--- src/rtl/interp_block_sequencer_pkg.sv ---
// Shared constants, state encoding and latency-pipe word for the 8x8 subpixel
// interpolation sequencer.
package interp_block_sequencer_pkg;

  localparam int DEF_NUM_PIXEL = 8;
  localparam int DEF_TAPS      = 8;
  localparam int DEF_ROWS      = DEF_NUM_PIXEL + DEF_TAPS - 1;
  localparam int DEF_FIR_LAT   = 2;
  localparam int DEF_CNT_W     = 8;
  localparam int SEL_W         = 8;

  typedef enum logic [2:0] {
    IDLE  = 3'd0,
    LOAD  = 3'd1,
    HPASS = 3'd2,
    VPASS = 3'd3,
    DRAIN = 3'd4,
    HOLD  = 3'd5
  } seq_state_e;

  typedef struct packed {
    logic             v;
    logic             tag;
    logic [SEL_W-1:0] idx;
  } lat_word_t;

endpackage

--- src/rtl/interp_block_sequencer_if.sv ---
// Control/handshake bundle between the interpolation sequencer and its datapath.
interface interp_block_sequencer_if;
  import interp_block_sequencer_pkg::*;

  logic             start;
  logic             flush;
  logic             row_valid;
  logic             row_ready;
  logic             load_in;
  logic [SEL_W-1:0] sel;
  logic             hv_mode;
  logic             h_shift_en;
  logic             out_capt_en;
  logic [SEL_W-1:0] out_idx;
  logic             out_valid;
  logic             out_ready;
  logic             busy;
  logic             blk_done;

  modport master (
    input  start, flush, row_valid, out_ready,
    output row_ready, load_in, sel, hv_mode, h_shift_en, out_capt_en,
           out_idx, out_valid, busy, blk_done
  );

  modport slave (
    output start, flush, row_valid, out_ready,
    input  row_ready, load_in, sel, hv_mode, h_shift_en, out_capt_en,
           out_idx, out_valid, busy, blk_done
  );

endinterface

--- src/rtl/interp_block_sequencer_lat_pipe.sv ---
// DEPTH-stage, W-bit delay line matching the FIR register latency; clr empties
// every stage on the next edge.
module interp_block_sequencer_lat_pipe #(
  parameter int DEPTH = 2,
  parameter int W     = 10
) (
  input  logic         clk,
  input  logic         rst,
  input  logic         clr,
  input  logic [W-1:0] d,
  output logic [W-1:0] q
);

  logic [W-1:0] stage [DEPTH];

  always_ff @(posedge clk or negedge rst) begin
    if (!rst) begin
      for (int i = 0; i < DEPTH; i++) stage[i] <= '0;
    end else if (clr) begin
      for (int i = 0; i < DEPTH; i++) stage[i] <= '0;
    end else begin
      stage[0] <= d;
      for (int i = 1; i < DEPTH; i++) stage[i] <= stage[i-1];
    end
  end

  assign q = stage[DEPTH-1];

endmodule

--- src/rtl/interp_block_sequencer.sv ---
// Phase controller for the 8x8 subpixel interpolator: load ROWS rows, horizontal
// FIR pass, vertical FIR pass, drain FIR latency, then hold the block for the consumer.
// state | meaning: IDLE wait start | LOAD accept rows | HPASS horizontal FIR
//       | VPASS vertical FIR | DRAIN FIR latency | HOLD block valid until taken
module interp_block_sequencer
  import interp_block_sequencer_pkg::*;
#(
  parameter int NUM_PIXEL = DEF_NUM_PIXEL,
  parameter int TAPS      = DEF_TAPS,
  parameter int FIR_LAT   = DEF_FIR_LAT,
  parameter int CNT_W     = DEF_CNT_W
) (
  input logic                      clk,
  input logic                      rst,
  interp_block_sequencer_if.master bus
);

  localparam int ROWS = NUM_PIXEL + TAPS - 1;
  localparam int LW   = $bits(lat_word_t);
  localparam logic [CNT_W-1:0] ROW_LAST   = CNT_W'(ROWS - 1);
  localparam logic [CNT_W-1:0] PIX_LAST   = CNT_W'(NUM_PIXEL - 1);
  localparam logic [CNT_W-1:0] DRAIN_LAST = CNT_W'(FIR_LAT - 1);
  localparam logic [CNT_W-1:0] CNT_ONE    = CNT_W'(1);

  seq_state_e       state;
  logic [CNT_W-1:0] cnt;
  logic             row_ready_q;
  logic             hv_mode_q;
  logic             out_valid_q;
  logic             busy_q;
  logic             accept;
  logic             handshake;
  lat_word_t        pipe_d;
  lat_word_t        pipe_q;
  logic [LW-1:0]    pipe_q_bits;

  assign accept    = bus.row_valid & row_ready_q;
  assign handshake = out_valid_q & bus.out_ready;

  // Output flags are updated together with the state so they come straight from flops.
  always_ff @(posedge clk or negedge rst) begin
    if (!rst) begin
      state       <= IDLE;
      cnt         <= '0;
      row_ready_q <= 1'b0;
      hv_mode_q   <= 1'b0;
      out_valid_q <= 1'b0;
      busy_q      <= 1'b0;
    end else if (bus.flush) begin
      state       <= IDLE;
      cnt         <= '0;
      row_ready_q <= 1'b0;
      hv_mode_q   <= 1'b0;
      out_valid_q <= 1'b0;
      busy_q      <= 1'b0;
    end else begin
      case (state)
        IDLE: begin
          if (bus.start) begin
            state       <= LOAD;
            cnt         <= '0;
            row_ready_q <= 1'b1;
            busy_q      <= 1'b1;
          end
        end
        LOAD: begin
          if (accept) begin
            if (cnt == ROW_LAST) begin
              state       <= HPASS;
              cnt         <= '0;
              row_ready_q <= 1'b0;
            end else begin
              cnt <= cnt + CNT_ONE;
            end
          end
        end
        HPASS: begin
          if (cnt == ROW_LAST) begin
            state     <= VPASS;
            cnt       <= '0;
            hv_mode_q <= 1'b1;
          end else begin
            cnt <= cnt + CNT_ONE;
          end
        end
        VPASS: begin
          if (cnt == PIX_LAST) begin
            state     <= DRAIN;
            cnt       <= '0;
            hv_mode_q <= 1'b0;
          end else begin
            cnt <= cnt + CNT_ONE;
          end
        end
        DRAIN: begin
          if (cnt == DRAIN_LAST) begin
            state       <= HOLD;
            cnt         <= '0;
            out_valid_q <= 1'b1;
          end else begin
            cnt <= cnt + CNT_ONE;
          end
        end
        HOLD: begin
          if (handshake) begin
            out_valid_q <= 1'b0;
            if (bus.start) begin
              state       <= LOAD;
              row_ready_q <= 1'b1;
            end else begin
              state  <= IDLE;
              busy_q <= 1'b0;
            end
          end
        end
        default: begin
          state       <= IDLE;
          cnt         <= '0;
          row_ready_q <= 1'b0;
          hv_mode_q   <= 1'b0;
          out_valid_q <= 1'b0;
          busy_q      <= 1'b0;
        end
      endcase
    end
  end

  always_comb begin
    pipe_d = '0;
    if (state == HPASS || state == VPASS) begin
      pipe_d.v   = 1'b1;
      pipe_d.tag = (state == VPASS);
      pipe_d.idx = SEL_W'(cnt);
    end
  end

  interp_block_sequencer_lat_pipe #(
    .DEPTH (FIR_LAT),
    .W     (LW)
  ) u_lat_pipe (
    .clk (clk),
    .rst (rst),
    .clr (bus.flush),
    .d   (pipe_d),
    .q   (pipe_q_bits)
  );

  assign pipe_q = pipe_q_bits;

  assign bus.row_ready   = row_ready_q;
  assign bus.load_in     = accept;
  assign bus.sel         = SEL_W'(cnt);
  assign bus.hv_mode     = hv_mode_q;
  assign bus.h_shift_en  = pipe_q.v & ~pipe_q.tag;
  assign bus.out_capt_en = pipe_q.v & pipe_q.tag;
  assign bus.out_idx     = pipe_q.idx;
  assign bus.out_valid   = out_valid_q;
  assign bus.busy        = busy_q;
  // A flush in the handshake cycle discards the block, so no completion pulse.
  assign bus.blk_done    = handshake & ~bus.flush;

endmodule

--- src/flat_wrapper.sv ---
// flat-port wrapper written by rule: the top's interface ports become plain ports
module interp_block_sequencer_flat import interp_block_sequencer_pkg::*;
#(
  parameter int NUM_PIXEL = DEF_NUM_PIXEL,
  parameter int TAPS      = DEF_TAPS,
  parameter int FIR_LAT   = DEF_FIR_LAT,
  parameter int CNT_W     = DEF_CNT_W
)
  (clk, rst, bus_start, bus_flush, bus_row_valid, bus_out_ready, bus_row_ready, bus_load_in, bus_sel, bus_hv_mode, bus_h_shift_en, bus_out_capt_en, bus_out_idx, bus_out_valid, bus_busy, bus_blk_done);
  interp_block_sequencer_if bus_i ();
  input logic clk;
  input logic rst;
  input wire logic [$bits(bus_i.start)-1:0] bus_start;
  input wire logic [$bits(bus_i.flush)-1:0] bus_flush;
  input wire logic [$bits(bus_i.row_valid)-1:0] bus_row_valid;
  input wire logic [$bits(bus_i.out_ready)-1:0] bus_out_ready;
  output wire logic [$bits(bus_i.row_ready)-1:0] bus_row_ready;
  output wire logic [$bits(bus_i.load_in)-1:0] bus_load_in;
  output wire logic [$bits(bus_i.sel)-1:0] bus_sel;
  output wire logic [$bits(bus_i.hv_mode)-1:0] bus_hv_mode;
  output wire logic [$bits(bus_i.h_shift_en)-1:0] bus_h_shift_en;
  output wire logic [$bits(bus_i.out_capt_en)-1:0] bus_out_capt_en;
  output wire logic [$bits(bus_i.out_idx)-1:0] bus_out_idx;
  output wire logic [$bits(bus_i.out_valid)-1:0] bus_out_valid;
  output wire logic [$bits(bus_i.busy)-1:0] bus_busy;
  output wire logic [$bits(bus_i.blk_done)-1:0] bus_blk_done;
  assign bus_i.start = bus_start;
  assign bus_i.flush = bus_flush;
  assign bus_i.row_valid = bus_row_valid;
  assign bus_i.out_ready = bus_out_ready;
  assign bus_row_ready = bus_i.row_ready;
  assign bus_load_in = bus_i.load_in;
  assign bus_sel = bus_i.sel;
  assign bus_hv_mode = bus_i.hv_mode;
  assign bus_h_shift_en = bus_i.h_shift_en;
  assign bus_out_capt_en = bus_i.out_capt_en;
  assign bus_out_idx = bus_i.out_idx;
  assign bus_out_valid = bus_i.out_valid;
  assign bus_busy = bus_i.busy;
  assign bus_blk_done = bus_i.blk_done;
  interp_block_sequencer #(.NUM_PIXEL(NUM_PIXEL), .TAPS(TAPS), .FIR_LAT(FIR_LAT), .CNT_W(CNT_W)) u_core (.clk(clk), .rst(rst), .bus(bus_i));
endmodule
--- config.mk ---
export PLATFORM = sky130hd
export DESIGN_NAME = interp_block_sequencer_flat
export DESIGN_NICKNAME = d
export VERILOG_FILES = /design/src/rtl/interp_block_sequencer_pkg.sv /design/src/rtl/interp_block_sequencer_if.sv /design/src/rtl/interp_block_sequencer_lat_pipe.sv /design/src/rtl/interp_block_sequencer.sv /design/src/flat_wrapper.sv
export SDC_FILE = /design/constraint.sdc
export NUM_CORES = 1
export LEC_CHECK = 0
export ABC_AREA = 1
export BUFFER_PORTS_ARGS = -buffer_cell sky130_fd_sc_hd__buf_2
export CORE_ASPECT_RATIO = 0.5
export CORE_MARGIN = 4
export CORE_UTILIZATION = 40
export CTS_BUF_LIST = sky130_fd_sc_hd__clkbuf_8 sky130_fd_sc_hd__clkbuf_16
export DETAILED_ROUTE_END_ITERATION = 8
export PLACE_DENSITY = 0.63
export REMOVE_ABC_BUFFERS = 1
export SETUP_SLACK_MARGIN = 0.15
export SLEW_MARGIN = 20
export SYNTH_ARGS = -nofsm -noshare
export SYNTH_HDL_FRONTEND = slang
export SYNTH_HIERARCHICAL = 1
export SYNTH_SLANG_ARGS = --single-unit
--- constraint.sdc ---
create_clock -name clk -period 1.85 [get_ports clk]
set_input_delay 0.0925 -clock clk [delete_from_list [all_inputs] [get_ports clk]]
set_output_delay 0.0925 -clock clk [all_outputs]
set_load 0.02 [all_outputs]
Yosys cells after proc, flatten, opt, wreduce, memory -nomap -nowiden
Index checks and enable logic that the tools add are counted.
{"block": "totals", "out_inout_bits": 24, "reg_bits": 35, "elab_cells": 87, "inputBits": 6}
{"block": "classes", "bitwise_logic": 7, "n_addsub": 1, "mux": 38, "n_reduce_logical": 12, "n_eq_ne": 21}
{"op": "8-bit two-way mux", "n": 6}
{"op": "8-bit case mux with 6 select lines", "n": 1}
{"op": "3-bit two-way mux", "n": 8}
{"op": "20-bit two-way mux", "n": 1}
{"op": "3-bit case mux with 6 select lines", "n": 1}
{"op": "1-bit two-way mux", "n": 16}
{"op": "3-bit by 2-bit != test with 1-bit output, second input constant", "n": 5}
{"op": "4-bit OR reduction", "n": 3}
{"op": "10-bit two-way mux", "n": 1}
{"op": "3-bit != test, second input constant", "n": 3}
{"op": "1-bit case mux with 3 select lines", "n": 3}
{"op": "3-bit AND reduction", "n": 3}
{"op": "8-bit by 1-bit adder with 8-bit output, second input constant", "n": 1}
{"op": "8-bit by 1-bit == test with 1-bit output, second input constant", "n": 1}
{"op": "8-bit by 3-bit == test with 1-bit output, second input constant", "n": 1}
{"op": "8-bit by 4-bit == test with 1-bit output, second input constant", "n": 1}
{"op": "2-bit by 1-bit != test with 1-bit output, second input constant", "n": 4}
{"op": "4-bit AND reduction", "n": 2}
{"op": "7-bit AND reduction", "n": 1}
{"op": "3-bit by 2-bit == test with 1-bit output, second input constant", "n": 2}
{"op": "3-bit == test, second input constant", "n": 2}
{"op": "1-bit AND", "n": 5}
{"op": "1-bit case mux with 4 select lines", "n": 1}
{"op": "3-bit by 1-bit == test with 1-bit output, second input constant", "n": 1}
{"op": "other kinds (5)", "n": 6}

Depth between registers and ports, before layout
Gate-level depths: netlist of run 1.
{"block": "logic_depth", "depth_word": 5, "depth_mapped": 11, "depth_no_buf": 11}

Modules after synthesis
The synthesis of run 1 kept the hierarchy.
{"module": "interp_block_sequencer", "instances": 1, "seq_area_each_um2": 375.4, "cells_per_inst": 199, "area_each_um2": 1255.0}
{"module": "interp_block_sequencer_lat_pipe", "instances": 1, "seq_area_each_um2": 500.5, "cells_per_inst": 72, "area_each_um2": 748.2}

Least setup slack after synthesis of run 1
Ideal clock, no wire load.
{"block": "synth_path", "path_type": "register to register", "start": "reg u_core.cnt[0] (netlist: u_core/bus.sel[0])", "end": "reg u_core.state[2]", "stages_incl_launch_ff": 9, "setup_slack_ns": 0.295, "period_less_slack_ns": 1.555, "required_ns": 1.733, "t_arrival_ns": 1.439, "setup_ns": 0.117, "n_path_buf": 0, "cell_sequence": "dfrtp_1 ha_1 nand3_1 o21ai_1 nand3_2 nand2_2 nand2_1 nand2_1 nand2_1"}
{"block": "synth_via", "elab_chain_cells": 3, "word_cells_on_any_way": 8, "cone_classes": "eq/ne: 7; reduce/logical: 1"}
{"item": "from (decl)", "line": "interp_block_sequencer.sv:26", "source": "logic [CNT_W-1:0] cnt;"}
{"item": "from (signal assigned)", "line": "interp_block_sequencer.sv:73", "source": "cnt <= cnt + CNT_ONE;"}
{"item": "from (signal assigned)", "line": "interp_block_sequencer.sv:83", "source": "cnt <= cnt + CNT_ONE;"}
{"item": "from (signal assigned)", "line": "interp_block_sequencer.sv:92", "source": "cnt <= cnt + CNT_ONE;"}
{"item": "8-bit by 4-bit == test with 1-bit output, or another cell as far along", "line": "interp_block_sequencer.sv:68, interp_block_sequencer.sv:78"}
{"item": "3-bit by 2-bit != test with 1-bit output (no source line)"}
{"item": "7-bit AND reduction (no source line) (*)"}
{"item": "to (signal assigned)", "line": "interp_block_sequencer.sv:69", "source": "state <= HPASS;"}
{"item": "to (signal assigned)", "line": "interp_block_sequencer.sv:79", "source": "state <= VPASS;"}
{"item": "to (signal assigned)", "line": "interp_block_sequencer.sv:88", "source": "state <= DRAIN;"}
{"item": "to (decl)", "line": "interp_block_sequencer.sv:25", "source": "seq_state_e state;"}
Mark *: on every way between the ends. The rest lies on a longest branch, timed or not.
A chain may end at the register's enable or synchronous reset.

Final worst setup path of run 1
{"block": "layout_path", "start": "reg u_core.cnt[4] (netlist: u_core/bus.sel[4])", "end": "reg u_core.state[0]"}
The elaborated chain is that of the path after synthesis.

==> summary.md, run 1 <==
| Metric | Value |
|---|---|
| Status | finished clean |
| Rel. slew slack | 0.490 |
| Dpl hpwl | 3040 um |
| I/O pin count | 30 |
| Initial DRC Count | 113 |
| Synthesized area | 0.00200 mm2 |
| Core area | 0.00462 mm2 |
| Post-route ant nets | 0 |
| Via density | 4.58 |
| Largest net degree at the start of global routing | 36 |
| Synth area leader | dfrtp_1 |
| Routed length per placed instance | 11.4 um |
| VDD IR max | 373 uV |
| Post-layout util | 0.494 |
| Multi-input gate area | 833 um2 |
| Fmax | 631 MHz |
| Die area | 0.00627 mm2 |
| Largest cells by area after synthesis | dfrtp_1 44%, nand2_1 10%, nor2_1 9.7%, inv_1 8.1%, nand3_1 5.5% |
| Antenna violations before repair | 0 |
| Post-synth EDFFs | 0 |
| Hold Crit Class | in -> reg |
| Drt first pass iters | 4 |
| Worst-margin pin slew | 0.765 ns |
| Critical Path RT | 2.03 ns |
| Vias in the first global route | 1560 |
| CTS tree | done |
| Unrepaired setup endpoints after global routing | yes |
| Die W | 108 um |
| Drc violations | 0 |
| Minimum clock period after layout | 1.58 ns |
| Kind of critical path | reg -> reg |
| Clock latency on the worst-skew pair | 0.29 ns |
| Top cell type's share of synthesized area | 0.437 |
| # nets final | 303 |
| Syn_area_per_cell | 7.39 um2 |
| Initial core utilization | 0.434 |
| Register Area | 880 um2 |
| Worst-path clk slew | 0.06 ns |
| PD cells | 1110 mW/mm2 |
| WP data arrival | 1.76 ns |
| Sink Count | 35 |
| Hold Crit Depth | 5 |
| Max-cap violations | 0 |
| H-tree lvl count | 2 |
| Setup-failing EPs final | 0 |
| # port buffers | 29 |
| Clock Skews | 0.00682 ns |
| GRT Util Overall | 0.146 |
| Root Buffer | clkbuf_8 |
| Total wire length | 4120 um |
| Synthesized instance count | 271 |
| Setup TNS | 0 ns |
| Fin. max-slew vios | 0 |
| Yosys warns | 6 |
| Layout cells sized above 1 | 0.237 |
| Cell row count | 17 |
| Fin. Hold Viols | 0 |
| CP Capture Type | flip-flop |
| Synth-to-layout area growth | 13.9% |
| R2R cell count | 8 |
| First-pass GRT wire length | 7150 um |
| Sequential share of the synthesized area | 0.437 |
| Seq cells post-synth | 35 |
| Post-synth top cells | 54 x nand2_1, 52 x nor2_1, 43 x inv_1 |
| Synth Flop Type | dfrtp_1 |
| Die height | 58.0 um |
| Routed vias | 1654 |
| CP Launch Type | flip-flop |
| Final GP Congestion | 0.871 |
| Most numerous cell in the Yosys netlist | nand2_1 |
| Async set-reset flop share out of synthesis | 1.00 |
| Worst Path Max Fanout | 8 |
| ANT cells | 0 |
| Final Cycle Share | 0.856 |
| Clock Tree Buf Depth | 2 |
| Grt ovf | 0 |
| FILL cells | 454 |
| CTS Buf Count | 5 |
| Synth unique cells | 24 |
| P_leak | 1.21 nW |
what timing repair did:
action,4_1_cts,5_1_grt
setup buffers,0,1
endpoints found under the setup margin,0,8
gates resized for setup,0,10
endpoints found under the hold margin,35,0
hold buffers,1,0
metal layers:
metal | track usage | up-vias | wire, um
met5 | 0 | - | 0
met4 | 0.0594 | 0 | 38
met3 | 0.0445 | 6 | 236
met2 | 0.249 | 45 | 1960
met1 | 0.176 | 746 | 1880
li1 | - | 857 | -
worst max-delay path: stages (launching register included):
cell and delay (ns):
dfrtp_1 0.47, nor2_1 0.22, nand2_1 0.13, o21ai_1 0.22, nand3_2 0.14, nand2_2 0.11
nand2_1 0.07, nand2_1 0.07, nand2_1 0.05
cell type report:
type,instances,area share
inverter,48,0.0801
multi-input combinational,172,0.365
clock inverter,3,0.0280
timing repair buffer,32,0.0746
tap,66,0.0362
sequential,35,0.386
clock buffer,5,0.0302
registers in the layout, summed over array words and instances, names as in the netlist:
name / cells
u_core/bus.sel: 8
u_core/u_lat_pipe/q: 10
u_core/bus.hv_mode: 1
u_core/state: 3
u_core/u_lat_pipe/stage: 10
u_core/bus.busy: 1
u_core/bus.row_ready: 1
u_core/bus.out_valid: 1
cell families after synthesis:
| group | synth area share |
|---|---|
| AO/OA/AOI/OAI | 0.0568 |
| buffers and inverters | 0.156 |
| flip-flops | 0.437 |
| AND/OR/NAND/NOR | 0.323 |
| adder cells (fa/ha/maj) | 0.0187 |
| XOR/XNOR | 0.00875 |
per-stage QoR:
stage	power [mW]	area (um2)	worst slack (ns)	std cells	hold slack, ns
after floorplan	1.50	1870	0.292	255	-0.203
after global placement	1.70	2110	0.314	351	0.217
after detailed placement	1.71	2110	0.205	351	0.220
after CTS	2.54	2250	0.184	360	0.204
after global routing	2.72	2280	0.133	361	0.256
final	2.53	2280	0.266	361	0.215
final timing paths:
kind,from,endpoint,slack [ns]
worst max-delay path,u_core/bus.sel[4],u_core/state[0],0.27
worst min-delay path,bus_start,u_core/state[0],0.22
worst max register to register,u_core/bus.sel[4],u_core/state[0],0.27
worst min register to register,u_core/u_lat_pipe/stage[10],u_core/u_lat_pipe/q[0],0.46
max in group asynchronous,rst,u_core/state[1],0.90
min in group asynchronous,rst,u_core/bus.row_ready,0.41
where the power goes:
part	total [mW]	switching [mW]	internal [mW]
Clock	0.807	0.274	0.533
Combinational	0.783	0.539	0.244
Sequential	0.937	0.0993	0.837
Total	2.53	0.912	1.61
cells in the final DEF (no fill, tap or decap), drive strengths merged:
| master | instances |
|---|---|
| xor2 | 2 |
| nand4 | 1 |
| o211ai | 1 |
| dfrtp | 35 |
| clkbuf | 5 |
| dlygate4sd3 | 1 |
| nand3 | 26 |
| o21ai | 13 |
| o2111ai | 1 |
| bufinv | 2 |
| buf | 31 |
| a21oi | 5 |
| nor2 | 56 |
| nor3 | 4 |
| nand2 | 60 |
| inv | 49 |
| ha | 3 |
Note: power is estimated with default switching activity, not from simulation.
==> run 2: changes to the inputs <==
- CORE_ASPECT_RATIO: 0.5 -> default
- CORE_UTILIZATION: 40 -> 35
- PLACE_DENSITY: 0.63 -> 0.57
==> run 2 against run 1 <==
  * Die area up 12%
  * Combinational power is 2.7% higher
  * Global-route usage fell by 2.2 points
  * Cell area decreased by 1.2%
  * Sequential cell count is the same
  * Via count fell by 0.24%
  * Worst hold slack worse by 0.011 ns
  * Register-to-register slack about the same
  * Clock power down 29%
  * Critical path depth decreased by 1
  * Highest routed layer unchanged
==> summary.md, run 2 (synthesized netlist as in run 1, its figures left out) <==
| Metric | Value |
|---|---|
| Status | finished clean |
| Hold Crit Class | in -> reg |
| Most common cell after layout, fill and taps aside | nand2_1 |
| Routed length per placed instance | 11.5 um |
| FF-to-FF setup slack | 0.26 ns |
| Sequential Power Share | 0.401 |
| Cell row count | 27 |
| Final Cycle Share | 0.861 |
| Post-route ant nets | 0 |
| Hold_ws | 0.204 ns |
| WP data arrival | 1.78 ns |
| CTS tree | done |
| Fin. Hold Viols | 0 |
| Multi-input gate area | 823 um2 |
| R2R Path End | u_core/state[1] |
| Fmax | 628 MHz |
| Rel. slew slack | 0.476 |
| Vias in the first global route | 1519 |
| Die W | 83.7 um |
| Die area | 0.00700 mm2 |
| Initial DRC Count | 86 |
| R2R cell count | 7 |
| H-tree lvl count | 2 |
| P_leak | 1.20 nW |
| CP Launch Type | flip-flop |
| CP Capture Point | u_core/state[1] |
| Grt ovf | 0 |
| Max-cap violations | 0 |
| Via density | 4.47 |
| Worst-margin pin slew | 0.786 ns |
| Critical Path RT | 2.04 ns |
| Initial core utilization | 0.362 |
| Reg-to-Reg Start | u_core/bus.sel[4] |
| Antenna violations before repair | 0 |
| Largest net degree at the start of global routing | 36 |
| CTS Buf Count | 5 |
| Post-route insts no fill | 369 |
| Net Sw Frac | 0.399 |
| Worst Path Max Fanout | 8 |
| Placed Cells | 359 |
| Clock latency on the worst-skew pair | 0.29 ns |
| Worst-path clk slew | 0.07 ns |
| Minimum clock period after layout | 1.59 ns |
| Int Power | 1.38 mW |
| Synth-to-layout area growth | 12.5% |
| First-pass GRT wire length | 7030 um |
| ANT cells | 0 |
| Clock Tree Buf Depth | 2 |
| Total wire length | 4240 um |
| CP Capture Type | flip-flop |
| Drc violations | 0 |
| VDD IR max | 538 uV |
| Unrepaired setup endpoints after global routing | no |
| Commonest non-fill, non-tap cells in the layout | 54 x nand2_1, 52 x nor2_1, 43 x inv_1 |
| # port buffers | 29 |
| Die height | 83.7 um |
| GRT Util Overall | 0.124 |
| Routed vias | 1650 |
| Root Buffer | clkbuf_8 |
| # nets final | 306 |
| FILL cells | 595 |
| Comb pwr share | 0.350 |
| Sink Count | 35 |
| I/O pin count | 30 |
| Fin. max-slew vios | 0 |
| Final GP Congestion | 0.903 |
| Setup-failing EPs final | 0 |
| Setup TNS | 0 ns |
| Clock Skews | 0.00946 ns |
| Clk pwr share | 0.249 |
| Switching Power | 0.917 mW |
| Layout cells sized above 1 | 0.226 |
| PD cells | 1020 mW/mm2 |
| Register Area | 877 um2 |
| Critical path origin | u_core/bus.sel[4] |
| Core area | 0.00554 mm2 |
| Drt first pass iters | 4 |
| Dpl hpwl | 3100 um |
| Kind of critical path | reg -> reg |
==> run 2: cell types whose count changed in the layout (fill, tap and decap cells not counted), moves of 2 or more <==
cell / before / now
buf_4: 2 / 5
bufinv_16: 2 / 0
dfrtp_1: 32 / 34
dfrtp_2: 3 / 1
==> run 2: worst min-delay path by stage <==
stage / from / endpoint / slack (ns) / cells after the start
2_1_floorplan: rst / u_core/bus.busy / -0.20 / 0
3_3_place_gp: rst / u_core/u_lat_pipe/q[5] / 0.22 / 1
3_5_place_dp: rst / u_core/u_lat_pipe/q[5] / 0.23 / 1
4_1_cts: bus_start / u_core/state[0] / 0.20 / 5
5_1_grt: bus_start / u_core/state[0] / 0.23 / 5
6_report: bus_start / u_core/state[0] / 0.20 / 5
==> run 2: timing repair <==
item,in CTS,in global routing
endpoints found under the hold margin,35,0
hold buffers,1,0
gates resized for setup,0,3
endpoints found under the setup margin,0,4
buffers inserted,0,2
==> run 2: per-layer routing <==
layer  vias up  track usage  share of wire
met5         -            0              0
met4         0       0.0439          0.017
met3         6       0.0355          0.038
met2        32        0.210           0.48
met1       747        0.150           0.46
li1        865            -              -
==> run 2: final cells by class <==
type	count	area share
tap	72	0.0400
clock buffer	6	0.0366
clock inverter	1	0.00222
sequential	35	0.389
inverter	48	0.0811
multi-input combinational	172	0.365
timing repair buffer	35	0.0855
==> run 2: power groups by stage <==
stage                     Sequential (mW)  Clock [mW]  Combinational [mW]
final                               0.923       0.573               0.804
after floorplan                     0.970           0               0.529
after CTS                           0.924       0.594               0.776
after global routing                0.938       0.626               0.908
after detailed placement            0.938           0               0.772
after global placement              0.936           0               0.775
==> run 2: metrics by stage <==
| step | util | power (mW) | cell area [um2] | setup slack, ns |
|---|---|---|---|---|
| after floorplan | - | 1.50 | 1870 | 0.292 |
| after global placement | 0.385 | 1.71 | 2130 | 0.278 |
| after detailed placement | 0.385 | 1.71 | 2130 | 0.275 |
| after CTS | 0.402 | 2.29 | 2230 | 0.263 |
| after global routing | 0.407 | 2.47 | 2250 | 0.0918 |
| final | 0.407 | 2.30 | 2250 | 0.257 |
==> run 2: worst max-delay path, cell delays in order (launching register included) <==
cell     delay [ns]
dfrtp_1        0.48
nor2_1         0.20
nand2_1        0.12
nor2_1         0.22
nor2_1         0.08
nor2_1         0.10
nand3_1        0.07
o21ai_0        0.20
